File: src/rtl/versatile_mem_ctrl_pkg.sv
// Shared types for the phase clock generator:
// state encoding and counter width helper.
package versatile_mem_ctrl_pkg;

  typedef enum logic [1:0] {
    ST_LOCKING = 2'd0,
    ST_LOCKED  = 2'd1,
    ST_DRAIN   = 2'd2
  } cpg_state_e;

  function automatic int cpg_cnt_w(
    input int div_w,
    input int num_phases
  );
    return div_w + $clog2(num_phases);
  endfunction

endpackage

File: src/rtl/clk_phase_cmp.sv
// One phase slice: decides the next level of a
// clk_out bit from the shared phase counter.
module clk_phase_cmp
  import versatile_mem_ctrl_pkg::*;
#(
  parameter int NUM_PHASES = 4,
  parameter int DIV_W      = 4,
  parameter int PHASE      = 0,
  parameter int CW         = cpg_cnt_w(DIV_W, NUM_PHASES)
) (
  input  logic [CW-1:0]    cnt_i,
  input  logic [DIV_W-1:0] div_i,
  output logic             nxt_o,
  output logic             start_o
);

  logic [CW-1:0] d_w;
  logic [CW-1:0] per;
  logic [CW-1:0] ofs;
  logic [CW-1:0] half;
  logic [CW-1:0] diff;

  assign d_w  = CW'(div_i);
  assign per  = d_w * CW'(NUM_PHASES);
  assign ofs  = d_w * CW'(PHASE);
  assign half = per >> 1;

  // ofs < per, so one conditional add of per is a full modulo
  assign diff = (cnt_i >= ofs) ? (cnt_i - ofs)
                               : (cnt_i + per - ofs);

  assign nxt_o   = (diff < half);
  assign start_o = (cnt_i == ofs);

endmodule

File: src/rtl/clk_phase_gen.sv
// Multi-phase divided clock generator with lock
// tracking and glitch-free divide changes.
module clk_phase_gen
  import versatile_mem_ctrl_pkg::*;
#(
  parameter int NUM_PHASES   = 4,
  parameter int DIV_W        = 4,
  parameter int DIV_DEFAULT  = 1,
  parameter int LOCK_PERIODS = 4
) (
  input  logic                  clk_in,
  input  logic                  rst_n,
  input  logic [DIV_W-1:0]      div_req,
  input  logic                  div_load,
  output logic [NUM_PHASES-1:0] clk_out,
  output logic                  locked,
  output logic                  busy,
  output logic                  load_err
);

  localparam int CW = cpg_cnt_w(DIV_W, NUM_PHASES);
  localparam int WW =
    (LOCK_PERIODS < 2) ? 1 : $clog2(LOCK_PERIODS);
  localparam logic [WW-1:0] LAST_WRAP =
    WW'(LOCK_PERIODS - 1);
  localparam logic [DIV_W-1:0] DIV_RST =
    DIV_W'(DIV_DEFAULT);

  cpg_state_e state_q, state_d;

  logic [CW-1:0]         cnt_q, cnt_d;
  logic [DIV_W-1:0]      div_q, div_d;
  logic [DIV_W-1:0]      pend_q, pend_d;
  logic [NUM_PHASES-1:0] hold_q, hold_d;
  logic [NUM_PHASES-1:0] arm_q, arm_d;
  logic [WW-1:0]         wraps_q, wraps_d;
  logic [NUM_PHASES-1:0] out_q, out_d;
  logic                  locked_q;
  logic                  busy_q;
  logic                  err_q, err_d;

  logic [NUM_PHASES-1:0] nxt;
  logic [NUM_PHASES-1:0] start;
  logic [NUM_PHASES-1:0] gate;
  logic [CW-1:0]         per_cur;
  logic                  wrap;
  logic                  load_ok;
  logic                  load_bad;

  for (genvar k = 0; k < NUM_PHASES; k++) begin : g_ph
    clk_phase_cmp #(
      .NUM_PHASES(NUM_PHASES),
      .DIV_W     (DIV_W),
      .PHASE     (k),
      .CW        (CW)
    ) u_cmp (
      .cnt_i  (cnt_q),
      .div_i  (div_q),
      .nxt_o  (nxt[k]),
      .start_o(start[k])
    );
  end

  assign per_cur = CW'(div_q) * CW'(NUM_PHASES);
  assign wrap    = (cnt_q == per_cur - CW'(1));

  assign load_ok  = div_load && (div_req != '0)
                 && (state_q == ST_LOCKED);
  assign load_bad = div_load && ((div_req == '0)
                 || (state_q != ST_LOCKED));

  always_comb begin
    state_d = state_q;
    cnt_d   = wrap ? '0 : cnt_q + CW'(1);
    div_d   = div_q;
    pend_d  = pend_q;
    hold_d  = hold_q;
    arm_d   = arm_q | start;
    wraps_d = wraps_q;
    err_d   = load_bad;
    gate    = hold_q;
    unique case (1'b1)
      (state_q == ST_LOCKING): begin
        if (wrap) begin
          if (wraps_q == LAST_WRAP) begin
            state_d = ST_LOCKED;
          end else begin
            wraps_d = wraps_q + WW'(1);
          end
        end
      end
      (state_q == ST_LOCKED): begin
        if (load_ok) begin
          state_d = ST_DRAIN;
          pend_d  = div_req;
        end
      end
      (state_q == ST_DRAIN): begin
        // park a bit low at its next rise: both the last
        // high and the last low phase ran full length
        gate   = hold_q | (nxt & ~out_q);
        hold_d = gate;
        if (&gate) begin
          div_d   = pend_q;
          cnt_d   = '0;
          hold_d  = '0;
          arm_d   = '0;
          wraps_d = '0;
          state_d = ST_LOCKING;
        end
      end
      default: state_d = ST_LOCKING;
    endcase
    // a phase only emits once its own start point is seen
    out_d = nxt & arm_d & ~gate;
  end

  always_ff @(posedge clk_in or negedge rst_n) begin
    if (!rst_n) begin
      state_q  <= ST_LOCKING;
      cnt_q    <= '0;
      div_q    <= DIV_RST;
      pend_q   <= '0;
      hold_q   <= '0;
      arm_q    <= '0;
      wraps_q  <= '0;
      out_q    <= '0;
      locked_q <= 1'b0;
      busy_q   <= 1'b0;
      err_q    <= 1'b0;
    end else begin
      state_q  <= state_d;
      cnt_q    <= cnt_d;
      div_q    <= div_d;
      pend_q   <= pend_d;
      hold_q   <= hold_d;
      arm_q    <= arm_d;
      wraps_q  <= wraps_d;
      out_q    <= out_d;
      locked_q <= (state_d == ST_LOCKED);
      busy_q   <= (state_d == ST_DRAIN);
      err_q    <= err_d;
    end
  end

  assign clk_out  = out_q;
  assign locked   = locked_q;
  assign busy     = busy_q;
  assign load_err = err_q;

endmodule

File: config.mk
export PLATFORM = sky130hd
export DESIGN_NAME = clk_phase_gen
export DESIGN_NICKNAME = d
export VERILOG_FILES = /design/src/rtl/versatile_mem_ctrl_pkg.sv /design/src/rtl/clk_phase_cmp.sv /design/src/rtl/clk_phase_gen.sv
export SDC_FILE = /design/constraint.sdc
export NUM_CORES = 1
export LEC_CHECK = 0
export BUFFER_PORTS_ARGS = -buffer_cell sky130_fd_sc_hd__buf_4
export CAP_MARGIN = 5
export CORE_MARGIN = 3
export CORE_UTILIZATION = 45
export CTS_BUF_LIST = sky130_fd_sc_hd__clkbuf_8 sky130_fd_sc_hd__clkbuf_16
export DETAILED_ROUTE_END_ITERATION = 8
export PLACE_DENSITY_LB_ADDON = 0.2
export SYNTH_ARGS = -nofsm -noshare
export SYNTH_HDL_FRONTEND = slang
export SYNTH_SLANG_ARGS = --single-unit
File: constraint.sdc
create_clock -name clk_in -period 12.5 [get_ports clk_in]
set_input_delay 0.625 -clock clk_in [delete_from_list [all_inputs] [get_ports clk_in]]
set_output_delay 0.625 -clock clk_in [all_outputs]
set_load 0.1 [all_outputs]
# Word-level counts from Yosys, hierarchy flattened

Index checks and enable logic that the tools add are counted.

Bits of input ports: 7
ROM bits: 0
Output and inout port bits: 7
Latch bits: 0
Bits in writable memories: 0
Memories kept: 0
Logic and storage cells: 83
Register bits: 33

Magnitude comparators: 8
Reductions and logical operators: 13
Bitwise logic cells: 7
$mul: 1
Mux-type cells: 20
Div/mod/pow operators: 0
Equal/unequal tests: 13
Add/sub/neg operators: 10
Shifts and indexed selects: 0

Operators with widths:

| cell                | count |
|---|---|
| $mux 6              | 7 |
| $lt 6x5->1          | 4 |
| $mux 4              | 4 |
| $mux 2              | 7 |
| $and 4x4->4         | 3 |
| $eq 6x6->1          | 2 |
| $sub 6x4->6         | 2 |
| $sub 6x5->6         | 2 |
| $sub 6x6->6         | 2 |
| $not 4->4           | 2 |
| $or 4x4->4          | 2 |
| $reduce_and 4->1    | 2 |
| $add 6x1->6 const B | 1 |
| $add 6x6->6         | 1 |
| $eq 2x2->1 const B  | 3 |
| $eq 6x4->1          | 1 |
| $eq 6x5->1          | 1 |
| $ge 6x1->1 const B  | 1 |
| $ge 6x4->1          | 1 |
| $ge 6x5->1          | 1 |
| $ge 6x6->1          | 1 |
| $logic_not 6->1     | 1 |
| $mul 4x2->6 const B | 1 |
| $pmux 2 s3          | 1 |
| other kinds (14)    | 19 |

# Longest topological paths before layout

Depth in word-level cells: 11
Depth in mapped cells: 19
Gate-level depth less buffers: 18

# Cells and area by module

A second synthesis with hierarchy kept.

Cell total of the unflattened synthesis: 369
Area, all modules: 3,454.6 um^2

Modules (own cells, without submodules):

| module                         | times used | seq. area each (um^2) | area each (um^2) | cells an instance |
|---|---|---|---|---|
| clk_phase_gen                  | 1          | 827.0                 | 1,527.7          | 132 |
| clk_phase_cmp at g_ph[3].u_cmp | 1          | 0.0                   | 708.2            | 85 |
| clk_phase_cmp at g_ph[2].u_cmp | 1          | 0.0                   | 566.8            | 67 |
| clk_phase_cmp at g_ph[1].u_cmp | 1          | 0.0                   | 546.8            | 71 |
| clk_phase_cmp at g_ph[0].u_cmp | 1          | 0.0                   | 105.1            | 14 |

# Worst setup path before layout

No wires, ideal clock.

Path kind: register to register
From: reg div_q[1]
To: reg div_q[1]
Required time: 12.373 ns
Path buffers: 1
Cell stages (with the launch flop): 20
Period minus slack after synthesis: 4.936 ns
Path slack: 7.564 ns
Setup time: 0.127 ns
Data arrival time: 4.809 ns
Path through: dfrtp_1 > inv_1 > ha_1 > inv_1 > fa_1 > a221oi_1 > nor2_1 > maj3_1 > a211o_1 > mux2i_1 > xnor2_1 > ha_1 > a21o_1 > a21o_1 > a21oi_1 > nor2b_1 > a31oi_1 > a211oi_4 > buf_6 > mux2_1

Longest elaborated chain between the ends: 7
Elaborated cells between the ends (all ways): 22
Classes of those cells: add/sub: 7; mul: 1; order compare: 7; mux: 4; bitwise: 2; reduce/logical: 1

RTL lines:

| element                                    | line                                     | RTL |
|---|---|---|
| start: declaration                         | clk_phase_gen.sv:32                      | `logic [DIV_W-1:0] div_q, div_d;` |
| start signal: assignment                   | clk_phase_gen.sv:134                     | `div_q <= div_d;` |
| $mul 4x2->6 or $add 6x6->6 (tied branches) | clk_phase_cmp.sv:25, clk_phase_cmp.sv:30 |  |
| $sub 6x6->6 (tied with other cells)        | clk_phase_cmp.sv:30                      | `: (cnt_i + per - ofs);` |
| $mux 6                                     | clk_phase_cmp.sv:29                      | `assign diff = (cnt_i >= ofs) ? (cnt_i - ofs)` |
| $lt 6x5->1                                 | clk_phase_cmp.sv:32                      | `assign nxt_o = (diff < half);` |
| $and 4x4->4 (*)                            | clk_phase_gen.sv:101                     | `gate = hold_q \| (nxt & ~out_q);` |
| $or 4x4->4 (*)                             | clk_phase_gen.sv:101                     |  |
| $reduce_and 5->1 (no source line) (*)      | n/a                                      |  |

Mark *: on every way between the ends. The rest lies on a longest branch, timed or not.
A chain may end at the register's enable or synchronous reset.

# Worst setup path after layout

From: reg div_q[1]
To: reg div_q[3]

Same word-level chain as after synthesis.

==> impl_metrics.csv <==
group,metric,value,unit
run_status,status,"complete, no violations",
sta,fin_crit,5.779,ns
placed_design,io_buffers,13,
logic_synthesis,ys.flop_type,"dfrtp_1",
logic_synthesis,synthXorXnorAreaFrac,0.09623,
clock_network,cts_tree,"yes",
power,seqPwrFrac,0.494,
logic_synthesis,yosysTopAreaCellShare,0.2655,
clock_network,root_buffer,"clkbuf_8",
detailed_routing,viasPerCell,5.668,
logic_synthesis,synthMuxAreaShare,0.04728,
floorplan,num_rows,29,
setup_path,path_buf_inv,2,
logic_synthesis,synth_compound_area_frac,0.1705,
floorplan,die_w,87.88,um
logic_synthesis,yosysWarnings,0,
global_routing,grt_max_degree,34,
logic_synthesis,synth_async_sr_flop_share,1.000,
clock_network,cts.clk_slew.worst_paths,0.07,ns
power,switching_share,0.2001,
setup_path,crit_path_cell_trace,"inv_1 -> ha_1 -> inv_1 -> fa_1 -> a221oi_1 -> nor2_1 -> maj3_1 -> a211o_1 -> mux2i_1 -> xnor2_1 -> ha_1 -> a21o_1 -> a21o_1 -> a21oi_1 -> nor2b_1 -> a31oi_1 -> a211oi_4 -> mux2_2",
power,pwr-share-comb,0.024,
sta,grt_setup_unrepaired,"false",
logic_synthesis,avgSynthCellArea,9.457,um^2
logic_synthesis,synth-seq-area-share,0.2742,
global_routing,first_global_vias,2315,
global_routing,overflow,0,
logic_synthesis,synth_area_leaders,"dfrtp_1 27%, ha_1 17%, xnor2_1 5.5%",
power,max-vdd-ir-drop,0.0001055,V
detailed_routing,route.detailed.drc,0,
detailed_routing,drtIter0Drc,135,
clock_network,insertion_delay,0.28,ns
final_layout,diodes,0,
final_layout,areaGrowthSynthToFinish,9.249,%
setup_path,end_kind,"flip-flop",
floorplan,io_pins,14,
final_layout,nets,387,
final_layout,multiInputGateArea,2079,um^2
logic_synthesis,synth.distinct_cells,52,
detailed_routing,antenna_left,0,
setup_path,crit_fanout,22,
setup_path,slowest_delay,0.85,ns
detailed_routing,vias,2324,
logic_synthesis,synth_fp_nets,374,
detailed_routing,wl,6685,um
floorplan,fp.dieH,87.88,um
run,maxCapViolations,0,
clock_network,cts_buffers,5,
sta,final_hold_viol_count,0,
floorplan,die_area,7722,um^2
detailed_routing,first_pass_iters,4,
logic_synthesis,yosys.area.top_type,"dfrtp_1",
logic_synthesis,synth_area,3017,um^2
clock_network,postCtsSetupBuffers,0,
global_routing,grt_pass1_wl,11230,um
setup_path,critPathTopFamily,"compound AO/OA/AOI/OAI gates",
setup_path,critPathKind,"flip-flop to flip-flop",
setup_path,worstSetupStartpointType,"flip-flop",
logic_synthesis,syn_inst,319,
sta,slew_violations,0,
power,p_switching,0.04334,mW
logic_synthesis,ys_ff_latch,33,
sta,finalClockSkew,0.005157,ns
logic_synthesis,synth-simple-area-share,0.1514,
floorplan,start_util,0.4697,
sta,tns,0,ns
clock_network,cts.path.max_buffers,2,
global_routing,antenna_found_initial,0,
power,totalPowerFinal,0.2166,mW
floorplan,coreArea,6422,um^2
sta,worstMarginPinSlew,0.9640,ns
final_layout,fill_cells,600,
setup_path,critPathRequiredTime,12.67,ns
clock_network,h-tree-depth,2,
sta,relSlewSlack,0.3524,
detailed_routing,wl_per_cell,16.30,um
clock_network,cts.repair.resized,0,
final_layout,drive_above_1_share,0.1141,
clock_network,ctsHoldBuffers,0,
logic_synthesis,synthAdderAreaFrac,0.2240,
power,p_int,0.1732,mW
global_routing,track_usage,0.1859,
clock_network,cts.sinks,33,
setup_path,crit_slowest_cell,"a211oi_4",
logic_synthesis,synth_edf_count,0,
final_layout,seqCellArea,827.0,um^2
power,clockPowerShare,0.482,
setup_path,crit_arrival,5.95,ns
power,p_per_area,65.72,nW/um^2
placed_design,gp_congestion,0.8151,
power,p_leak,1.427,nW
placed_design,hpwlAfterDp,5149,um
logic_synthesis,synth_top_family_by_area,"adder cells",
sta,setup_viol,0,
sta,finalCritPeriodShare,0.4624,
hold_path,hp-class,"primary input to asynchronous set/reset pin",
sta,clock.fmax,173.0,MHz
cell usage in the layout (no fill, tap or decap), drive strengths merged, types with 2 or more instances in the layout:
| cell type | instances |
|---|---|
| o21ai | 13 |
| nor2b | 8 |
| ha | 42 |
| nand4 | 2 |
| a31oi | 4 |
| mux2i | 3 |
| dfrtp | 32 |
| nor3 | 13 |
| a21oi | 21 |
| nand3 | 6 |
| nor3b | 2 |
| nand2b | 3 |
| buf | 13 |
| a211o | 2 |
| a211oi | 4 |
| mux2 | 10 |
| fa | 6 |
| or2 | 3 |
| nor2 | 23 |
| inv | 20 |
| or3 | 4 |
| maj3 | 3 |
| xnor2 | 19 |
| or4 | 2 |
| xor2 | 9 |
| clkbuf | 6 |
| xnor3 | 2 |
| a21o | 11 |
| o21bai | 2 |
| nand2 | 19 |
| nor4 | 4 |
| o21a | 4 |
path summary, 6_finish.rpt:
check	start	end	slack, ns	cells after the start
hold / removal	rst_n	state_q[1]$_DFF_PN0_	0.27	1
setup / recovery	div_q[1]$_DFFE_PN0P_	div_q[3]$_DFFE_PN0P_	6.72	18
setup reg to reg	div_q[1]$_DFFE_PN0P_	div_q[3]$_DFFE_PN0P_	6.72	18
hold reg to reg	hold_q[3]$_DFFE_PN0P_	clk_out[3]$_DFF_PN0_	0.48	1
max in group asynchronous	rst_n	div_q[0]$_DFFE_PN1P_	11.90	1
min in group clk_in	hold_q[3]$_DFFE_PN0P_	clk_out[3]$_DFF_PN0_	0.48	1
routing by layer:
| layer | vias to the layer above | routed length, um | GRT usage |
|---|---|---|---|
| met5 | - | 0 | 0 |
| met4 | 0 | 117 | 0.05718 |
| met3 | 13 | 247 | 0.02258 |
| met2 | 42 | 2999 | 0.3000 |
| met1 | 1098 | 3320 | 0.2608 |
| li1 | 1171 | - | - |
worst register-to-register path, delay by kind of cell, from the launching register on:
kind | cells | cell delay (ns)
AO/OA/AOI/OAI | 7 | 2.23
XOR/XNOR | 1 | 0.15
adder cells (fa/ha/maj) | 4 | 1.46
buffers and inverters | 2 | 0.37
flip-flops | 1 | 0.49
multiplexers | 2 | 0.64
AND/OR/NAND/NOR | 2 | 0.33
power groups by stage:
stage	clock [mW]	sequential, mW	combinational (mW)
2_1_floorplan	0	0.110	0.000182
3_3_place_gp	0	0.109	0.00546
3_5_place_dp	0	0.109	0.00549
4_1_cts	0.106	0.107	0.00552
5_1_grt	0.110	0.107	0.00588
6_report	0.104	0.107	0.00529
cells in the mapped netlist, types with 2 or more instances:
cell,count
a211o_1,2
a211oi_1,3
a21o_1,11
a21oi_1,21
a31oi_1,4
clkbuf_1,4
dfrtp_1,32
fa_1,6
ha_1,42
inv_1,20
maj3_1,3
mux2_1,2
mux2_2,8
mux2i_1,3
nand2_1,19
nand2b_1,3
nand3_1,6
nand4_1,2
nor2_1,23
nor2b_1,8
nor3_1,13
nor3b_1,2
nor4_1,4
o21a_1,4
o21ai_0,13
o21bai_1,2
or2_2,3
or3_1,4
or4_1,2
xnor2_1,19
xnor3_1,2
xor2_1,9
per-stage QoR:
stage | setup WS [ns] | instance area, um^2 | hold slack (ns) | utilization | instances
floorplan | 7.564 | 3017 | 0.3294 | - | 319
global placement | 6.885 | 3176 | 0.4568 | 0.4944 | 402
detailed placement | 6.681 | 3176 | 0.4704 | 0.4944 | 402
CTS | 6.672 | 3296 | 0.2801 | 0.5132 | 410
global route | 6.276 | 3296 | 0.2829 | 0.5132 | 410
finish | 6.721 | 3296 | 0.2688 | 0.5132 | 410
registers in the layout, indices dropped and copies added, names as in the netlist:
name,flops
arm_q,4
busy,1
clk_out,4
cnt_q,6
div_q,4
hold_q,4
load_err,1
locked,1
pend_q,4
state_q,2
wraps_q,2
cells by family (layout without fill, tap and decap cells):
logic type	count (synthesis)	after routing
AOI/OAI and AO/OA	73	73
xor gates and xnor gates	30	30
adders and majority gates	51	51
buffers and inverters	27	41
DFF	33	33
muxes	13	13
and+or+nand+nor	92	92
final cells by class:
type / count / area share
multi-input combinational: 259 / 0.6310
sequential: 33 / 0.2509
timing repair buffer: 13 / 0.02961
tap: 77 / 0.02923
clock buffer: 6 / 0.02506
inverter: 20 / 0.02278
clock inverter: 2 / 0.01139
Power figures use the tool's default switching activity.
